===== config.mk =====
export PLATFORM = sky130hd
export DESIGN_NAME = custom_mac_feeder
export DESIGN_NICKNAME = d
export VERILOG_FILES = /design/src/rtl/custom_mac_feeder.sv
export SDC_FILE = /design/constraint.sdc
export NUM_CORES = 1
export LEC_CHECK = 0
export ABC_AREA = 1
export CAP_MARGIN = 20
export CORE_AREA = 2 2 107 109
export DETAILED_ROUTE_END_ITERATION = 8
export DIE_AREA = 0 0 109 111
export GPL_TIMING_DRIVEN = 0
export PLACE_DENSITY = 0.86
export SYNTH_ARGS = -nofsm -noshare
export SYNTH_HDL_FRONTEND = slang
export SYNTH_SLANG_ARGS = --single-unit

===== constraint.sdc =====
create_clock -name clk -period 4.35 [get_ports clk]
set_clock_uncertainty 0.05 [all_clocks]
set_input_delay 1.0875 -clock clk [delete_from_list [all_inputs] [get_ports clk]]
set_output_delay 1.0875 -clock clk [all_outputs]
set_load 0.005 [all_outputs]

===== src/rtl/custom_mac_feeder.sv =====
// Feeds four 8-bit lane products per accepted operand beat into a downstream
// accumulator, sequencing clear, enable and done around one dot-product job.
module custom_mac_feeder (
  input  logic        clk,
  input  logic        rst,
  input  logic        start,
  input  logic [7:0]  num_beats,
  input  logic [31:0] act_in,
  input  logic [31:0] wgt_in,
  input  logic        in_valid,
  output logic        in_ready,
  output logic [7:0]  prod_1,
  output logic [7:0]  prod_2,
  output logic [7:0]  prod_3,
  output logic [7:0]  prod_4,
  output logic        acc_en,
  output logic        acc_clr,
  output logic        busy,
  output logic        done
);

  typedef enum logic [2:0] {
    S_IDLE,
    S_CLEAR,
    S_STREAM,
    S_DRAIN,
    S_DONE
  } state_t;

  state_t     state_q, state_d;
  logic [7:0] cnt_q;
  logic [7:0] nb_q;
  logic [7:0] prod_q [4];
  logic [7:0] prod_d [4];
  logic       accept;
  logic       launch;
  logic       last_beat;

  // Products are taken modulo 256 to match the 8-bit accumulator wrap.
  always_comb begin
    for (int unsigned i = 0; i < 4; i++) begin
      prod_d[i] = act_in[8*i +: 8] * wgt_in[8*i +: 8];
    end
  end

  always_comb begin
    state_d   = state_q;
    in_ready  = 1'b0;
    acc_clr   = 1'b0;
    busy      = 1'b1;
    done      = 1'b0;
    launch    = 1'b0;
    accept    = 1'b0;
    last_beat = 1'b0;
    case (state_q)
      S_IDLE: begin
        busy = 1'b0;
        if (start) begin
          if (num_beats == '0) begin
            // Zero-length job clears in the request cycle; gated so reset keeps it low.
            acc_clr = rst;
            state_d = S_DONE;
          end else begin
            launch  = 1'b1;
            state_d = S_CLEAR;
          end
        end
      end
      S_CLEAR: begin
        acc_clr = 1'b1;
        state_d = S_STREAM;
      end
      S_STREAM: begin
        in_ready  = 1'b1;
        accept    = in_valid;
        last_beat = (cnt_q + 8'd1) == nb_q;
        if (accept && last_beat) begin
          state_d = S_DRAIN;
        end
      end
      S_DRAIN: begin
        state_d = S_DONE;
      end
      S_DONE: begin
        done    = 1'b1;
        state_d = S_IDLE;
      end
      default: begin
        state_d = S_IDLE;
      end
    endcase
  end

  always_ff @(posedge clk or negedge rst) begin
    if (!rst) begin
      state_q <= S_IDLE;
    end else begin
      state_q <= state_d;
    end
  end

  always_ff @(posedge clk or negedge rst) begin
    if (!rst) begin
      cnt_q  <= '0;
      nb_q   <= '0;
      acc_en <= 1'b0;
      for (int unsigned i = 0; i < 4; i++) begin
        prod_q[i] <= '0;
      end
    end else begin
      acc_en <= accept;
      if (launch) begin
        nb_q  <= num_beats;
        cnt_q <= '0;
      end
      if (accept) begin
        cnt_q <= cnt_q + 8'd1;
        for (int unsigned i = 0; i < 4; i++) begin
          prod_q[i] <= prod_d[i];
        end
      end
    end
  end

  assign prod_1 = prod_q[0];
  assign prod_2 = prod_q[1];
  assign prod_3 = prod_q[2];
  assign prod_4 = prod_q[3];

endmodule

# Word-level counts from Yosys, hierarchy flattened
# Cells that the tools add are included.
[op_classes]
reduce_logical = 5
addsub = 1
n_eq_ne = 7
n_mux = 16
n_mul = 4
[ops]
columns = ["cell", "count"]
rows = [
  ["$mul A8 B8 Y8", 4],
  ["$mux W8", 2],
  ["$pmux W3 S4", 1],
  ["$mux W1", 9],
  ["$mux W3", 3],
  ["$add A8 B1 Y8 const B", 1],
  ["$eq A8 B8 Y1", 1],
  ["$logic_not A8 Y1", 1],
  ["$eq A3 B2 Y1 const B", 2],
  ["$ne A2 B2 Y1 const B", 2],
  ["$eq A3 B1 Y1 const B", 1],
  ["$eq A3 B3 Y1 const B", 1],
  ["$logic_not A3 Y1", 1],
  ["$pmux W1 S2", 1],
  ["$reduce_and A2 Y1", 1],
  ["$reduce_bool A2 Y1", 1],
  ["$logic_and A1 B1 Y1", 1],
]
[word_totals]
register_bits = 52
in_bits = 76
output_inout_bits = 37

# Logic depth before layout (Yosys ltp)
# Gate-level depths: netlist of the first run.
[logic_depth]
ltp_word = 6
mapped_depth = 23
mapped_depth_nobuf = 22

# Worst setup path before layout of the first run
# No wires, ideal clock.
[synth_path]
path_type = "input port to flip-flop"
startpoint = "input wgt_in[28]"
endpoint = "register prod_q, in the netlist prod_4[7]"
path_buffers = 0
required_ns = 4.183
t_arrival_ns = 4.231
path_stages = 21
setup_time_ns = 0.117
setup_slack_ns = -0.047
cell_sequence = "nand2_1 -> fa_1 -> fa_1 -> inv_1 -> fa_1 -> inv_1 -> fa_1 -> inv_1 -> ha_1 -> a21oi_1 -> nand2_1 -> nand2_1 -> nand2_1 -> inv_1 -> nand2_1 -> nand2_1 -> inv_1 -> nand2_1 -> nand2_1 -> nand2_1 -> nand2_1"
[synth_via]
elab_chain_len = 1
[synth_rtl]
columns = ["item", "line", "source"]
rows = [
  ["start, declared", "9", "input logic [31:0] wgt_in,"],
  ["$mul A8 B8 Y8", "42", "prod_d[i] = act_in[8*i +: 8] * wgt_in[8*i +: 8];"],
  ["end signal, assigned by index", "119", "prod_q[i] <= prod_d[i];"],
  ["end, declared", "33", "logic [7:0] prod_q [4];"],
]
# Every way passes these cells.
# A chain may end at the register's enable or synchronous reset.

# Worst setup path in the final report of the first run
[layout_path]
startpoint = "input wgt_in[13]"
endpoint = "register prod_q, in the netlist prod_2[7]"
# Same word-level chain as after synthesis.

==> results of run 1 <==
[per-stage QoR]
step	worst slack [ns]	hold WS, ns
after global routing	0.00100	0.461
after global placement	-0.903	0.403
final	0.149	0.423
after floorplan	0.00776	0.415
after detailed placement	-0.889	0.413
after CTS	-0.0423	0.430
[placed cells by master, fill, tap and decap left out, drive strengths merged]
cell           Yosys  layout
nand2            342     342
inv              228     228
clkdlybuf4s50      0      67
ha                65      65
dfrtp             52      52
nand3             50      50
fa                48      48
buf               15      27
clkbuf             3      27
o21ai             22      22
xor2              18      18
xnor2             15      15
nor2              14      14
a21oi             11      11
nand3b             8       8
dlymetal6s2s       0       7
nand4              6       6
o22ai              6       6
nor3               4       4
xnor3              1       1
a31oi              1       1
or2                1       1
clkinv             0       1
clkdlybuf4s15      0       1
dlygate4sd2        0       1
[final cells by class]
class	count	area, um^2	share of cell area (%)
inverter	228	856	11.0
clock buffer	7	133	1.71
buffer	18	104	1.34
multi-input combinational	612	4220	54.4
timing repair buffer	105	966	12.4
sequential	52	1300	16.7
tap	143	179	2.30
clock inverter	1	8.76	0.113
[cells by family (layout without fill, tap and decap cells)]
kind of cell	Yosys count	count (layout)	synth area share (%)
flops	52	52	20.7
compound gates	40	40	3.38
buf+inv	246	359	15.2
fa+ha+maj	113	113	28.2
xor+xnor	34	34	4.95
simple gates	425	425	27.6
[sequential cells by signal, summed over array words and instances (netlist names)]
name,cells
acc_en,1
prod_3,8
prod_4,8
prod_2,8
cnt_q,8
prod_1,8
nb_q,8
state_q,3
[how the worst max path moves through the flow]
stage,from,to,slack [ns]
2_1_floorplan,wgt_in[12],prod_2[7]$_DFFE_PN0P_,0.008
6_report,wgt_in[13],prod_2[7]$_DFFE_PN0P_,0.15
4_1_cts,wgt_in[12],prod_2[7]$_DFFE_PN0P_,-0.04
3_5_place_dp,act_in[9],prod_2[7]$_DFFE_PN0P_,-0.89
3_3_place_gp,rst,acc_clr,-0.90
5_1_grt,act_in[10],prod_2[7]$_DFFE_PN0P_,0.001
[routing by layer]
layer	global-route usage [%]	vias up	routed length, um
met5	0	-	0
met4	4.19	0	159
met3	3.53	14	864
met2	44.7	185	7520
met1	31.9	2696	6060
li1	-	2912	-
[power by group]
group          total [uW]  internal, uW  switching, uW
sequential            824           678            146
combinational        1840           875            961
clock                 387           215            172
[critical path: stages]
cell	delay (ns)
clkdlybuf4s50_1	0.44
nand2_1	0.08
inv_1	0.04
ha_1	0.30
ha_4	0.25
fa_1	0.54
inv_1	0.05
fa_1	0.50
inv_2	0.05
ha_4	0.27
nand2_1	0.06
nor2_2	0.13
nor2_1	0.05
nand2_1	0.06
nand2_1	0.07
inv_1	0.07
nand2_1	0.06
nand2_1	0.07
nand2_1	0.04
nand3_1	0.06
nand2_1	0.05
[what timing repair did]
action	in CTS	in global routing
hold endpoints to repair	0	0
gates resized for setup	74	78
buffers inserted	0	1
setup endpoints to repair	6	4
cloned	0	0
pin swaps	3	21
==> impl_results.md, run 1 <==
* Core ar. at 11,100 um^2
* Clock transition at path regs at 0.07 ns
* TritonCTS Buffers at 5
* Largest cells by area after synthesis: dfrtp_1, nand2_1, fa_1, inv_1, ha_1
* Worst Tran Pin Value at 0.479 ns
* CP Class: primary input to flop
* Share of cells above drive strength 1 at 9.09%
* Leakage Power at 0.00463 uW
* Reg2reg path depth at 6
* Total power at 3050 uW
* CP Capture Type: flop
* Worst slew margin at 68.0%
* Hold Path Class: flop to flop
* CTS tree: yes
* Total die area at 12,100 um^2
* ANT cells at 0
* Max cap viols at 0
* Clk sinks at 52
* GRT Total Usage at 24.9%
* Post-synth top area share at 20.7%
* CTS H-tree depth at 2
* Launch point of the worst hold path: prod_1[1]$_DFFE_PN0P_
* Power per standard cell area at 392 nW/um^2
* EDFF count, synth at 0
* Hold buffer count at CTS at 0
* Syn_area_per_cell at 6.91 um^2
* Total grt overflow at 0
* Peak supply drop at 0.284 mV
* Vias in the first global route at 5,646
* Hold EP: prod_1[1]$_DFFE_PN0P_
* Most frequent cell after synthesis: nand2_1
* Max Clk Rate at 238 MHz
* Placed Cells at 1,157
* Nets at 1,211
* Detailed-router iteration count before antenna repair at 5
* Starting density of the core at 56.8%
* Status: finished, final reports clean
* Sequential cell area fraction in the yosys report at 20.7%
* Final Cycle Share at 96.6%
* Design Area, Final at 7770 um^2
* Worst setup SP type: primary input
* TNS Setup at 0 ns
* Ports at 113
* Unrepaired setup endpoints after global routing: no
* FP Rows at 39
* Die height at 111 um
* WL final at 14,600 um
* Netlist cell types at 29
* CP arrival at 4.33 ns
* DR vias/cell at 4.98
* Flops & latches, synth at 52
* Fin util at 70.2%
* Critical path peak fanout at 3
* Buffers on Ports at 103
* YS warnings at 0
* Max Root-Sink Buffers at 2
* RR Endpoint: state_q[2]$_DFFE_PN0P_
* Mapped cell area at 6290 um^2
* Routed Antenna Nets at 0
* Via count at 5,807
* Synth cell count leaders: nand2_1, inv_1, ha_1
* Mapped Cells at 910
* Initial antenna violation count at 0
* GPL Wtd Cong at 0.836
* Avg WL per Cell at 12.5 um
* Synth async-reset ratio at 100%
* Fillers at 896
* Most used flip-flop cell after synthesis: dfrtp_1
* Critical Path RT at 4.48 ns
* Slew Limit Fails at 0
* Root cell of the clock tree: clkbuf_16
* Hold depth at 2
* Clk_lat worst skew at 0.29 ns
* Placed cell areas at 7530 um^2
* DPL Wire Length at 11,600 um
* Area delta synth->final at 23.5%
* R2R Path Start: cnt_q[1]$_DFFE_PN0P_
* Final min period at 4.20 ns
* Synth Net Count at 1,099
* Hold Fails Final Rpt at 0
* DRC Markers at 0
* Non-Filler Instances at 1,166
* Die Width at 109 um
* First-pass GRT wire length at 24,600 um
* Largest net degree at the start of global routing at 34
* Slack of the worst reg-to-reg path at 2.63 ns
* Most area-hungry cell type in the Yosys netlist: dfrtp_1
* Final setup viols at 0
* Initial DRC Count at 405
Note: power is estimated with default switching activity, not from simulation.
==> run 2: changes to the inputs <==
Settings changed: CORE_AREA 2 2 107 109 to 2 2 110 112, DIE_AREA 0 0 109 111 to 0 0 112 114, PLACE_DENSITY 0.86 to 0.82.
Clock period 4.35 ns to 4.74 ns, I/O delays scaled along.
==> run 2 against run 1 <==
Compared with the run above:
- combinational power is 15% lower
- non-clock buffer count is 1 lower
- worst setup slack better by 0.10 ns
- global-route usage is 2.2 points lower
- register-to-register slack better by 0.40 ns
==> impl_results.md, run 2 (same netlist as run 1, synthesis figures left out) <==
* Max cap viols at 0 (unchanged)
* Total grt overflow at 0 (unchanged)
* Combinational share of power at 58.1% (-2.1 points)
* ANT cells at 0 (unchanged)
* Clk pwr share at 13.9% (+1.2 points)
* Max Clk Rate at 223 MHz
* Final min period at 4.49 ns
* FP Rows at 40 (+2.6%)
* Hold Path Class: flop to flop
* Crit path setup slack, layout at 0.251 ns (+0.101 ns)
* Initial DRC Count at 205 (-49%)
* Setup Fix Bufs, Post-CTS at 0 (unchanged)
* CP Class: primary input to flop
* Routed Antenna Nets at 0 (unchanged)
* Vias in the first global route at 5,659 (+0.23%)
* TNS Setup at 0 ns (unchanged)
* Critical Path RT at 4.88 ns (+0.40 ns)
* Starting density of the core at 53.7% (-3.1 points)
* Final Cycle Share at 94.7%
* Status: finished, final reports clean
* Core ar. at 11,700 um^2 (+5.7%)
* CTS H-tree depth at 2 (unchanged)
* Via count at 5,772 (-0.60%)
* TritonCTS Buffers at 5 (unchanged)
* Max Root-Sink Buffers at 2 (unchanged)
* DR vias/cell at 4.94 (-0.86%)
* Worst slew margin at 73.1% (+5.0 points)
* Peak supply drop at 0.273 mV (-3.6%)
* Clock transition at path regs at 0.07 ns (about the same)
* Buffers on Ports at 103 (unchanged)
* Root cell of the clock tree: clkbuf_16
* GRT Total Usage at 22.8% (-2.2 points)
* WL final at 13,800 um (-5.3%)
* Detailed-router iteration count before antenna repair at 5 (unchanged)
* Final setup viols at 0 (unchanged)
* Clk sinks at 52 (unchanged)
* CTS tree: yes
* Critical path peak fanout at 5 (+2)
* Total die area at 12,800 um^2 (+5.5%)
* Most frequent cells in the layout: nand2_1, inv_1, clkdlybuf4s50_1
* Power per standard cell area at 351 nW/um^2 (-10%)
* DPL Wire Length at 11,400 um (-2.0%)
* Psw at 1120 uW (-12%)
* Avg WL per Cell at 11.8 um (-5.5%)
* Hold Fails Final Rpt at 0 (unchanged)
* Unrepaired setup endpoints after global routing: no
* DRC Markers at 0 (unchanged)
* Largest net degree at the start of global routing at 38 (+12%)
* Register share of total power at 28.0% (+0.9 points)
* Hold buffer count at CTS at 0 (unchanged)
* CP Capture Type: flop
* Area delta synth->final at 22.2%
* Slew Limit Fails at 0 (unchanged)
* Slack of the worst reg-to-reg path at 3.03 ns (+0.40 ns)
* Worst Tran Pin Value at 0.404 ns (-0.0757 ns)
* Leakage Power at 0.00462 uW (about the same)
* First-pass GRT wire length at 24,400 um (-1.0%)
* CP arrival at 4.63 ns (+0.30 ns)
* Sw Ratio at 41.5% (-0.47 points)
* Ports at 113 (unchanged)
* Internal power at 1580 uW (-11%)
* Worst setup SP type: primary input
* Die height at 114 um (+2.7%)
* Commonest non-fill, non-tap cell in the layout: nand2_1
* Initial antenna violation count at 0 (unchanged)
* Multi-input gate area at 4090 um^2 (-3.2%)
* Share of cells above drive strength 1 at 5.19% (-3.9 points)
* Register area at 1300 um^2 (unchanged)
* Nets at 1,210 (-0.083%)
* Clk_lat worst skew at 0.29 ns (about the same)
* Total power at 2700 uW (-11%)
* GPL Wtd Cong at 0.908 (+8.7%)
* Die Width at 112 um (+2.8%)
* Fin util at 65.7% (-4.5 points)
* Fillers at 1,061 (+18%)
* Pre-CTS WS at -0.724 ns (+0.165 ns)
## run 2: cell count changes in the layout (fill, tap and decap cells not counted), moves of 3 or more
| cell | change |
|---|---|
| nand2_1 | +8 |
| nand2_2 | -8 |
| clkdlybuf4s50_1 | +7 |
| ha_1 | +7 |
| ha_4 | -7 |
| clkbuf_2 | -6 |
| dlygate4sd2_1 | +6 |
| buf_4 | -5 |
| clkbuf_4 | -5 |
| inv_1 | +4 |
| inv_2 | -4 |
| clkdlybuf4s15_1 | +3 |
## run 2: routing by layer
layer  vias to the layer above  wire length, um  GRT usage [%]
met4                         0              240           5.45
li1                       2923                -              -
met3                        24              605           2.76
met5                         -                0              0
met1                      2677             5960           28.3
met2                       148             7030           42.3
## run 2: cell type report
cell class | instances | area share (%)
plain buffers | 18 | 1.30
clock buffers | 7 | 1.85
clock inverters | 1 | 0.0976
inverters | 228 | 11.1
multi-input cells | 612 | 53.2
flip-flops and latches | 52 | 16.9
well taps | 147 | 2.39
repair buffers | 104 | 13.1
## run 2: path summary, 6_finish.rpt
kind / cells after the start / endpoint / start
setup / recovery: 21 / prod_4[7]$_DFFE_PN0P_ / wgt_in[28]
hold / removal: 2 / prod_3[1]$_DFFE_PN0P_ / prod_3[1]$_DFFE_PN0P_
setup reg to reg: 10 / state_q[0]$_DFFE_PN0P_ / cnt_q[1]$_DFFE_PN0P_
hold reg to reg: 2 / prod_3[1]$_DFFE_PN0P_ / prod_3[1]$_DFFE_PN0P_
max in group asynchronous: 2 / nb_q[3]$_DFFE_PN0P_ / rst
min in group asynchronous: 1 / nb_q[6]$_DFFE_PN0P_ / rst
## run 2: worst max-delay path: stages
cell and delay, ns:
clkdlybuf4s15_2 0.24, nand2_1 0.09, fa_2 0.35, fa_1 0.56, inv_1 0.06, fa_1 0.47
inv_1 0.05, fa_1 0.54, inv_1 0.07, ha_4 0.28, nand3b_1 0.11, nand2_1 0.08
nand2_1 0.04, nand2_1 0.10, nand3_1 0.08, nand2_1 0.09, inv_1 0.05, nand2_1 0.05
nand2_1 0.05, nand2_1 0.05, nand2_1 0.05
## run 2: power groups by stage
| stage | sequential (uW) | clock [uW] | combinational, uW |
|---|---|---|---|
| 2_1_floorplan | 738 | 0 | 944 |
| 3_3_place_gp | 757 | 0 | 1500 |
| 3_5_place_dp | 761 | 0 | 1550 |
| 4_1_cts | 756 | 382 | 1570 |
| 5_1_grt | 776 | 399 | 1800 |
| 6_report | 756 | 377 | 1570 |
## run 2: per-stage QoR
| step | area (um^2) | cells | hold slack [ns] |
|---|---|---|---|
| after floorplan | 6290 | 910 | 0.415 |
| after global placement | 7510 | 1160 | 0.408 |
| after detailed placement | 7520 | 1161 | 0.415 |
| after CTS | 7680 | 1169 | 0.433 |
| after global routing | 7690 | 1169 | 0.462 |
| final | 7690 | 1169 | 0.424 |
## run 2: what timing repair did
action	CTS	global route
pin swaps	1	3
setup endpoints to repair	4	4
resized for setup	33	32
==> run 3: changes to the inputs <==
Clock period 4.74 ns to 4.2 ns, I/O delays scaled along.
==> run 3 against run 2 <==
Compared with the run above:
- clock power increased by 14%
- wire length rose by 5.7%
- power rose by 20%
- utilization increased by 2.8 points
- sequential power is 12% higher
- hold slack got worse by 0.0061 ns
- non-clock buffer count rose by 6
- global-route usage is 0.58 points higher
- largest power group unchanged
==> impl_results.md, run 3 (same netlist as run 1, synthesis figures left out) <==
* Worst setup SP type: primary input
* Via count at 5,799 (+0.47%)
* CTS tree: yes
* Starting density of the core at 53.7% (unchanged)
* Worst slew margin at 69.1% (-3.9 points)
* Clk_lat worst skew at 0.30 ns (about the same)
* CP arrival at 4.25 ns (-0.38 ns)
* Critical path peak fanout at 5 (unchanged)
* Root cell of the clock tree: clkbuf_16
* Routed Antenna Nets at 0 (unchanged)
* ANT cells at 0 (unchanged)
* Buffers on Ports at 103 (unchanged)
* GRT Total Usage at 23.3% (+0.58 points)
* DPL Wire Length at 11,600 um (+1.9%)
* Max Clk Rate at 243 MHz
* WL final at 14,600 um (+5.7%)
* Critical Path RT at 4.34 ns (-0.54 ns)
* Status: finished, final reports clean
* TritonCTS Buffers at 5 (unchanged)
* Slowest stage delay, CP at 0.55 ns (about the same)
* Commonest non-fill, non-tap cell in the layout: nand2_1
* Detailed-router iteration count before antenna repair at 5 (unchanged)
* Peak supply drop at 0.407 mV (+49%)
* Core ar. at 11,700 um^2 (unchanged)
* Total die area at 12,800 um^2 (unchanged)
* Slew Limit Fails at 0 (unchanged)
* First-pass GRT wire length at 24,900 um (+2.0%)
* CTS H-tree depth at 2 (unchanged)
* Placed cell areas at 7590 um^2 (+0.88%)
* Clock transition at path regs at 0.07 ns (about the same)
* Die height at 114 um (unchanged)
* Most frequent cells in the layout: nand2_1, inv_1, clkdlybuf4s50_1
* GPL Wtd Cong at 0.882 (-2.9%)
* Area delta synth->final at 27.3%
* DR vias/cell at 4.94 (about the same)
* Unrepaired setup endpoints after global routing: yes
* Leakage Power at 0.00472 uW (+2.1%)
* CP Capture Type: flop
* Worst Tran Pin Value at 0.463 ns (+0.0591 ns)
* FP Rows at 40 (unchanged)
* Clk sinks at 52 (unchanged)
* Total grt overflow at 0 (unchanged)
* Power per standard cell area at 406 nW/um^2 (+16%)
* DRC Markers at 0 (unchanged)
* Slowest cell on crit path: fa_1
* Final setup viols at 0 (unchanged)
* Largest net degree at the start of global routing at 35 (-7.9%)
* Crit path buf inv count at 5 (unchanged)
* Ports at 113 (unchanged)
* Non-Filler Instances at 1,175 (+0.51%)
* Final Cycle Share at 97.8%
* Total power at 3250 uW (+20%)
* Hold Fails Final Rpt at 0 (unchanged)
* Initial DRC Count at 267 (+30%)
* Hold buffer count at CTS at 0 (unchanged)
* Avg WL per Cell at 12.5 um (+5.2%)
* Die Width at 112 um (unchanged)
* Placed Cells at 1,161 (unchanged)
* Cell mode on critical path: nand2_1
* Initial antenna violation count at 0 (unchanged)
* Hold Path Class: flop to flop
* Crit path setup slack, layout at 0.0925 ns (-0.158 ns)
* Kind of cell adding the most delay to the critical path: adder cells
* Vias in the first global route at 5,737 (+1.4%)
* Final min period at 4.11 ns
* Max Root-Sink Buffers at 2 (unchanged)
* CP Class: primary input to flop
* Max cap viols at 0 (unchanged)
* Critical path, cell by cell: buf_12 > nand2_4 > fa_2 > fa_1 > inv_1 > fa_1 > inv_1 > fa_1 > inv_2 > ha_4 > nand3b_1 > nand2_1 > nand2_1 > nand2_2 > nand3_2 > nand2_2 > inv_1 > nand2_1 > nand2_1 > nand2_1 > nand2_1
* Nets at 1,216 (+0.50%)
* Pre-CTS WS at -0.932 ns (-0.208 ns)
* Design Area, Final at 8010 um^2 (+4.2%)
* Share of cells above drive strength 1 at 13.6% (+8.4 points)
## run 3: changes by cell type in the layout (fill, tap and decap cells not counted), sizes merged
cell           change
inv                +1
clkinvlp           -1
dlygate4sd2        -2
dlymetal6s2s       +3
clkbuf             -2
clkdlybuf4s50     -15
clkinv             +1
clkdlybuf4s15      -4
buf               +25
## run 3: worst paths after layout
check                                       from                     end  slack, ns  depth (start not counted)
max                                   wgt_in[26]   prod_4[7]$_DFFE_PN0P_       0.09                         21
max reg2reg                 cnt_q[1]$_DFFE_PN0P_  state_q[0]$_DFFE_PN0P_       2.45                         10
min in group asynchronous                    rst   prod_2[3]$_DFFE_PN0P_       0.64                          1
max in group asynchronous                    rst   prod_3[1]$_DFFE_PN0P_       2.91                          2
min                        prod_2[2]$_DFFE_PN0P_   prod_2[2]$_DFFE_PN0P_       0.42                          2
min reg2reg                prod_2[2]$_DFFE_PN0P_   prod_2[2]$_DFFE_PN0P_       0.42                          2
## run 3: repair_timing
item | 4_1_cts | 5_1_grt
gates resized for setup | 117 | 110
setup buffers | 0 | 6
pin swaps | 12 | 46
setup endpoints to repair | 8 | 4
## run 3: area by class of cell
cell class / instances / area [um^2]
inverter: 228 / 856
fill: 985 / 3700
sequential: 52 / 1300
multi-input combinational: 612 / 4330
clock buffer: 6 / 139
timing repair buffer: 110 / 1080
buffer: 18 / 115
tap: 147 / 184
clock inverter: 2 / 13.8
## run 3: power breakdown
part / internal [uW] / total [uW] / switching, uW
Clock: 239 / 430 / 191
Sequential: 702 / 849 / 147
Combinational: 954 / 1970 / 1020
Total: 1900 / 3250 / 1360
## run 3: per-layer routing
layer	vias up	wire (um)	global-route usage, %
li1	2923	-	-
met4	0	206	3.98
met5	-	0	0
met2	143	7460	43.5
met1	2712	6370	29.6
met3	21	597	2.98
## run 3: metrics by stage
| stage | TNS [ns] | util, % | hold slack (ns) |
|---|---|---|---|
| finish | 0 | 68.4 | 0.418 |
| CTS | 0 | 65.9 | 0.425 |
| floorplan | -0.0106 | - | 0.415 |
| detailed placement | -5.50 | 64.8 | 0.408 |
| global placement | -6.02 | 64.7 | 0.405 |
| global route | -0.120 | 68.4 | 0.448 |
## run 3: worst reg2reg max path, delay by kind of cell, from the launching register on
kind | cells | cell delay [ns]
simple gates | 7 | 0.68
flops | 1 | 0.42
fa+ha+maj | 1 | 0.29
compound gates | 1 | 0.17
buf+inv | 1 | 0.09
